File: src/rtl/maxnet_pkg.sv
// ============================================================================
// Module      : maxnet_pkg
// Description : Shared types and constants for the Maxnet feeder slice.
// Revision    : 1.0 - initial release
// ============================================================================
`default_nettype none

package maxnet_pkg;

   localparam int NUM_INPUTS    = 4;
   localparam int DEFAULT_WIDTH = 5;
   localparam int CNT_W         = $clog2(NUM_INPUTS);
   localparam logic [CNT_W-1:0] LAST_SLOT = CNT_W'(NUM_INPUTS - 1);

   typedef enum logic [1:0] {
      S_FILL  = 2'd0,
      S_START = 2'd1,
      S_WAIT  = 2'd2,
      S_HOLD  = 2'd3
   } state_t;

endpackage

`default_nettype wire

File: src/rtl/maxnet_watchdog.sv
// ============================================================================
// Module      : maxnet_watchdog
// Description : Loadable down-counter with clear; flags expiry once armed.
// Revision    : 1.0 - initial release
// ============================================================================
`default_nettype none

module maxnet_watchdog #(
   parameter int MAX_COUNT = 256,
   parameter int CW        = $clog2(MAX_COUNT + 1)
) (
   input  logic          clk,
   input  logic          rst,
   input  logic          clr,
   input  logic          load,
   input  logic [CW-1:0] load_value,
   input  logic          en,
   output logic          expired
);

   logic [CW-1:0] count_q, count_d;
   logic          armed_q, armed_d;

   always_comb begin
      count_d = count_q;
      armed_d = armed_q;
      if (clr) begin
         count_d = '0;
         armed_d = 1'b0;
      end else if (load) begin
         count_d = load_value;
         armed_d = 1'b1;
      end else if (en && (count_q != '0)) begin
         count_d = count_q - 1'b1;
      end
   end

   always_ff @(posedge clk or negedge rst) begin
      if (!rst) begin
         count_q <= '0;
         armed_q <= 1'b0;
      end else begin
         count_q <= count_d;
         armed_q <= armed_d;
      end
   end

   assign expired = armed_q && (count_q == '0);

endmodule

`default_nettype wire

File: src/rtl/maxnet_feeder.sv
// ============================================================================
// Module      : maxnet_feeder
// Description : Gathers four candidates, starts Maxnet, returns its result.
//               Optional WAIT watchdog enabled by defining LOADER_TIMEOUT_EN.
// Revision    : 1.0 - initial release
// ============================================================================
`default_nettype none

module maxnet_feeder
   import maxnet_pkg::*;
#(
   parameter int WIDTH          = DEFAULT_WIDTH,
   parameter int TIMEOUT_CYCLES = 256
) (
   input  logic             clk,
   input  logic             rst,
   input  logic [WIDTH-1:0] in_data,
   input  logic             in_valid,
   output logic             in_ready,
   output logic [WIDTH-1:0] X1,
   output logic [WIDTH-1:0] X2,
   output logic [WIDTH-1:0] X3,
   output logic [WIDTH-1:0] X4,
   output logic             start,
   input  logic             mx_done,
   input  logic [WIDTH-1:0] mx_result,
   output logic [WIDTH-1:0] out_result,
   output logic             out_valid,
   input  logic             out_ready,
   output logic             busy,
   output logic             timeout_err
);

   state_t                           state_q, state_d;
   logic [CNT_W-1:0]                 cnt_q, cnt_d;
   logic [NUM_INPUTS-1:0][WIDTH-1:0] slot_q, slot_d;
   logic                             blank_q, blank_d;
   logic [WIDTH-1:0]                 result_q, result_d;
   logic                             tmo_err_q, tmo_err_d;
   logic                             w_accept;
   logic                             w_expired;

   // rst gates in_ready so nothing is offered while reset is held.
   assign in_ready = rst && (state_q == S_FILL);
   assign w_accept = in_valid && in_ready;

`ifdef LOADER_TIMEOUT_EN
   localparam int TMO_W = $clog2(TIMEOUT_CYCLES + 1);
   localparam logic [TMO_W-1:0] TMO_LOAD = TMO_W'(TIMEOUT_CYCLES - 1);

   maxnet_watchdog #(
      .MAX_COUNT (TIMEOUT_CYCLES),
      .CW        (TMO_W)
   ) u_watchdog (
      .clk        (clk),
      .rst        (rst),
      .clr        (state_q == S_FILL),
      .load       (state_q == S_START),
      .load_value (TMO_LOAD),
      .en         ((state_q == S_WAIT) && !w_expired),
      .expired    (w_expired)
   );
`else
   logic w_unused_tmo;
   assign w_unused_tmo = (TIMEOUT_CYCLES != 0);
   assign w_expired    = 1'b0;
`endif

   always_comb begin
      state_d   = state_q;
      cnt_d     = cnt_q;
      slot_d    = slot_q;
      blank_d   = blank_q;
      result_d  = result_q;
      tmo_err_d = tmo_err_q;
      case (state_q)
         S_FILL: begin
            if (w_accept) begin
               slot_d[cnt_q] = in_data;
               cnt_d         = cnt_q + 1'b1;
               if (cnt_q == LAST_SLOT) begin
                  state_d = S_START;
               end
            end
         end
         S_START: begin
            blank_d = 1'b1;
            state_d = S_WAIT;
         end
         S_WAIT: begin
            // First WAIT cycle is blanked so a stale done cannot be taken.
            blank_d = 1'b0;
            if (!blank_q && mx_done) begin
               result_d  = mx_result;
               tmo_err_d = 1'b0;
               state_d   = S_HOLD;
            end else if (w_expired) begin
               result_d  = '0;
               tmo_err_d = 1'b1;
               state_d   = S_HOLD;
            end
         end
         S_HOLD: begin
            if (out_ready) begin
               tmo_err_d = 1'b0;
               cnt_d     = '0;
               state_d   = S_FILL;
            end
         end
         default: begin
            state_d = S_FILL;
         end
      endcase
   end

   always_ff @(posedge clk or negedge rst) begin
      if (!rst) begin
         state_q   <= S_FILL;
         cnt_q     <= '0;
         slot_q    <= '0;
         blank_q   <= 1'b0;
         result_q  <= '0;
         tmo_err_q <= 1'b0;
      end else begin
         state_q   <= state_d;
         cnt_q     <= cnt_d;
         slot_q    <= slot_d;
         blank_q   <= blank_d;
         result_q  <= result_d;
         tmo_err_q <= tmo_err_d;
      end
   end

   assign X1          = slot_q[0];
   assign X2          = slot_q[1];
   assign X3          = slot_q[2];
   assign X4          = slot_q[3];
   assign start       = (state_q == S_START);
   assign busy        = (state_q == S_START) || (state_q == S_WAIT);
   assign out_valid   = (state_q == S_HOLD);
   assign out_result  = result_q;
   assign timeout_err = tmo_err_q;

endmodule

`default_nettype wire

File: config.mk
export PLATFORM = sky130hd
export DESIGN_NAME = maxnet_feeder
export DESIGN_NICKNAME = d
export VERILOG_FILES = /design/src/rtl/maxnet_pkg.sv /design/src/rtl/maxnet_watchdog.sv /design/src/rtl/maxnet_feeder.sv
export SDC_FILE = /design/constraint.sdc
export NUM_CORES = 1
export LEC_CHECK = 0
export ABC_AREA = 1
export CORE_MARGIN = 2
export CORE_UTILIZATION = 49
export DETAILED_ROUTE_END_ITERATION = 12
export PLACE_DENSITY = 0.95
export SKIP_CTS_REPAIR_TIMING = 1
export SLEW_MARGIN = 40
export SYNTH_ARGS = -nofsm -noshare
export SYNTH_HDL_FRONTEND = slang
export SYNTH_SLANG_ARGS = --single-unit
File: constraint.sdc
create_clock -name clk -period 1.96 [get_ports clk]
set_input_delay 0.392 -clock clk [delete_from_list [all_inputs] [get_ports clk]]
set_output_delay 0.392 -clock clk [all_outputs]
set_load 0.1 [all_outputs]
Yosys cells after proc, flatten, opt, wreduce, memory -nomap -nowiden
Cells that the tools add are included.
W data, S select, Z words.
{"block": "totals", "reg_bits": 31, "elab_cells": 49}
{"block": "classes", "n_addsub": 1, "n_lt_le_gt_ge": 2, "n_eq_ne": 8, "n_mux": 14, "n_reduce_logical": 15}
{"op": "$bwmux W20", "n": 1}
{"op": "$demux W5 S2", "n": 1}
{"op": "$mux W2", "n": 5}
{"op": "$pmux W2 S4", "n": 1}
{"op": "$eq A2 B2 Y1 const B", "n": 3}
{"op": "$reduce_and A3 Y1", "n": 2}
{"op": "$reduce_bool A2 Y1", "n": 3}
{"op": "$mux W5", "n": 1}
{"op": "$logic_and A1 B1 Y1", "n": 4}
{"op": "$ne A2 B1 Y1 const B", "n": 2}
{"op": "$ne A2 B2 Y1 const B", "n": 2}
{"op": "$pmux W1 S2", "n": 2}
{"op": "$pmux W2 S2", "n": 1}
{"op": "$reduce_and A2 Y1", "n": 2}
{"op": "$reduce_and A4 Y1", "n": 1}
{"op": "$lt A2 B3 Y1 const B", "n": 1}
{"op": "$add A2 B1 Y2 const B", "n": 1}
{"op": "$eq A2 B1 Y1 const B", "n": 1}
{"op": "$ge A2 B1 Y1 const B", "n": 1}
{"op": "$logic_not A2 Y1", "n": 1}
{"op": "$mux W1", "n": 2}
{"op": "$logic_not A1 Y1", "n": 1}
{"op": "$logic_or A1 B1 Y1", "n": 1}

Logic depth before layout (Yosys ltp)
{"block": "depth", "ltp_word": 5, "mapped_depth": 8, "mapped_depth_nobuf": 8}

Worst setup path before layout
OpenSTA, ideal clock, no wires.
{"block": "synth_timing", "path_kind": "register -> register", "from": "register state_q[0]", "to": "register state_q[1]", "setup_time_ns": 0.121, "t_arrival_ns": 1.716, "setup_slack_ns": 0.123, "stages_incl_launch_ff": 7, "n_path_buf": 0, "path_cell_list": "dfrtp_1 > ha_1 > inv_1 > nor2_1 > nor2_2 > nand3_1 > nand2_1"}
{"item": "start, declared", "line_no": "maxnet_feeder.sv:34", "rtl": "state_t state_q, state_d;"}
{"item": "start signal, assigned", "line_no": "maxnet_feeder.sv:125", "rtl": "state_q <= state_d;"}
{"item": "$eq A2 B2 Y1 (*)"}
{"item": "via out_valid", "line_no": "maxnet_feeder.sv:28", "rtl": "output logic out_valid,"}
{"item": "$ne A2 B1 Y1 (no source line)"}
{"item": "$reduce_and A4 Y1 (no source line)"}
Mark *: on every way through the listed nets, which the timed path passes. The rest lies on a longest branch.
A chain may end at the register's enable or synchronous reset.

Worst setup path in the final report
{"block": "layout_timing", "from": "register state_q[0]", "to": "output busy"}
{"block": "layout_between", "elab_chain_len": 2}
{"item": "$eq A2 B1 Y1 / $eq A2 B2 Y1 (equally long branches)", "line_no": "maxnet_feeder.sv:139", "rtl": "assign busy = (state_q == S_START) || (state_q == S_WAIT);"}
{"item": "$logic_or A1 B1 Y1 (*)", "line_no": "maxnet_feeder.sv:139"}
{"item": "end, declared", "line_no": "maxnet_feeder.sv:30", "rtl": "output logic busy,"}
Every way passes the cells marked *; elsewhere a longest branch is shown, timed or not.

==> flow_summary.yaml <==
setup_path:
  cp_max_fo: 4
  path_class: "reg2out"
  cp_slowest_cell: "dfrtp_1"
  path_cells: "inv_1, ha_1, buf_12"
  critPathTopFamily: "flip-flops"
  cp-start-kind: "flop"
  crit_path_end_kind: "output pin"
  arrival_ns: 1.42
  critical-path-max-stage-delay_ns: 0.40
  critical_path_buf_inv_count: 2
  crit_required_ns: 1.57
synth:
  mappedNetlistNets: 187
  synth_edf_count: 0
  synth_ff_type: "dfrtp_1"
  synth.cell_area_sq_um: 1440
  syn_inst: 163
  syn_area_per_cell_sq_um: 8.84
  ys_ff_latch: 30
  yosysWarningCount: 0
  synth-seq-area-share: 0.521
  synthDistinctLibCells: 20
  async_reset_ff_frac: 1.00
clocking:
  path_clk_slew_ns: 0.08
  htreeDepth: 2
  clock_sinks: 30
  cts_tree: "yes"
  clk_latency_ns: 0.32
  root_buffer: "clkbuf_4"
  cts_buffers: 5
  clockBufferDepth: 2
finish:
  nets: 235
  drive_gt1_frac: 0.231
  area_delta_synth_final_pct: 33.6
  antenna_cells: 0
  fin_util: 0.692
outcome:
  status: "completed"
sta:
  final-max-slew-violation-count: 0
  rsz0062_at_grt: "no"
  period_share: 0.927
  fmax_mhz: 551
  final_hold_viol_count: 0
  setup_viol: 0
  fin_skew_ns: 0.00922
  tns_ns: 0
  post-route-min-period_ns: 1.82
  fin_hold_ws_ns: 0.488
  fin_ws_ns: 0.144
grt:
  grt_pass1_wl_mm: 4.91
  gr-total-overflow: 0
  grtUsageTotal: 0.193
  grt_max_degree: 31
  antenna_found_initial: 0
  first_global_vias: 1123
die:
  die_w_um: 58.2
  start_util: 0.518
  pin_count: 45
  core-area_sq_um: 2780
  die-area_sq_um: 3390
  die_h_um: 58.2
  rows: 19
flow_run:
  max-cap-violations: 0
detailed_routing:
  vias: 1185
  wl_per_cell_um: 11.6
  drcViolationCount: 0
  drt_iter0_drc: 28
  drtPass1Iterations: 4
  routed_wl_mm: 2.83
  via_per_inst: 4.88
  antenna_left: 0
placement:
  place_congestion: 0.810
  dp_hpwl_mm: 2.15
  pre_cts_slack_ns: 0.236
  portBuffers: 43
hold_path:
  hp-class: "reg2reg"
## path summary, 6_finish.rpt
path / from / endpoint / slack, ns / cells past startpoint
setup / recovery: state_q[0]$_DFFE_PN0P_ / busy / 0.14 / 3
hold / removal: X1[3]$_DFFE_PN0P_ / X1[3]$_DFFE_PN0P_ / 0.49 / 2
setup reg to reg: state_q[0]$_DFFE_PN0P_ / X1[4]$_DFFE_PN0P_ / 0.43 / 8
hold reg to reg: X1[3]$_DFFE_PN0P_ / X1[3]$_DFFE_PN0P_ / 0.49 / 2
max in group asynchronous: rst / cnt_q[1]$_DFFE_PN0P_ / 1.18 / 2
min in group asynchronous: rst / X1[0]$_DFFE_PN0P_ / 0.51 / 2
## layer usage
metal	part of all wire	vias to the layer above	global-route usage
met3	0.075	6	0.0580
met4	0.014	0	0.0797
met5	0	-	0
met2	0.49	42	0.325
met1	0.42	532	0.231
li1	-	605	-
## layout make-up
| cell class | count | area (sq um) |
|---|---|---|
| Sequential cell | 30 | 751 |
| Multi-Input combinational cell | 113 | 596 |
| Clock buffer | 7 | 55.1 |
| Timing Repair Buffer | 44 | 415 |
| Inverter | 17 | 63.8 |
| Fill cell | 241 | 857 |
| Clock inverter | 1 | 5.00 |
| Tap cell | 31 | 38.8 |
## logic make-up after synthesis
family          share of synthesized area
compound gates                      0.105
fa+ha+maj                          0.0782
buf+inv                            0.0652
flops                               0.521
other cells                       0.00260
simple gates                        0.228
## Yosys cell counts (2+ instances only)
master / count / share of area
o21ai_1: 17 / 0.059
nand2_1: 59 / 0.15
nor2_4: 2 / 0.016
ha_1: 9 / 0.078
nand3_1: 3 / 0.010
o21ai_2: 3 / 0.018
inv_1: 16 / 0.042
nor2_2: 3 / 0.013
nor2_1: 4 / 0.010
o21ai_0: 5 / 0.017
dfrtp_1: 30 / 0.52
buf_6: 2 / 0.016
a21oi_1: 3 / 0.010
## flip-flops by register name, indices dropped and copies added, names as in the netlist
register    count
X2              5
state_q         2
blank_q         1
cnt_q           2
out_result      5
X4              5
X1              5
X3              5
## layout by cell type, fill, tap and decap left out, drive strengths merged
cell type,n
nand2,60
dfrtp,30
buf,30
o21ai,25
inv,17
clkdlybuf4s50,14
ha,9
nor2,9
clkbuf,7
nand3,4
a21oi,3
or2,1
nand3b,1
conb,1
clkinv,1
## worst reg2reg max path, delay by kind of cell (launching register included)
family / cells / cell delay [ns]
simple gates: 5 / 0.67
flops: 1 / 0.42
buf+inv: 2 / 0.22
fa+ha+maj: 1 / 0.18
## stage by stage
step | cells | area [sq um]
after global placement | 235 | 1860
after detailed placement | 235 | 1860
after global routing | 243 | 1920
after CTS | 243 | 1920
after floorplan | 163 | 1440
final | 243 | 1920
Power is not shown: default switching activity piles up to over one toggle a cycle in this logic, so the estimate is an artifact.
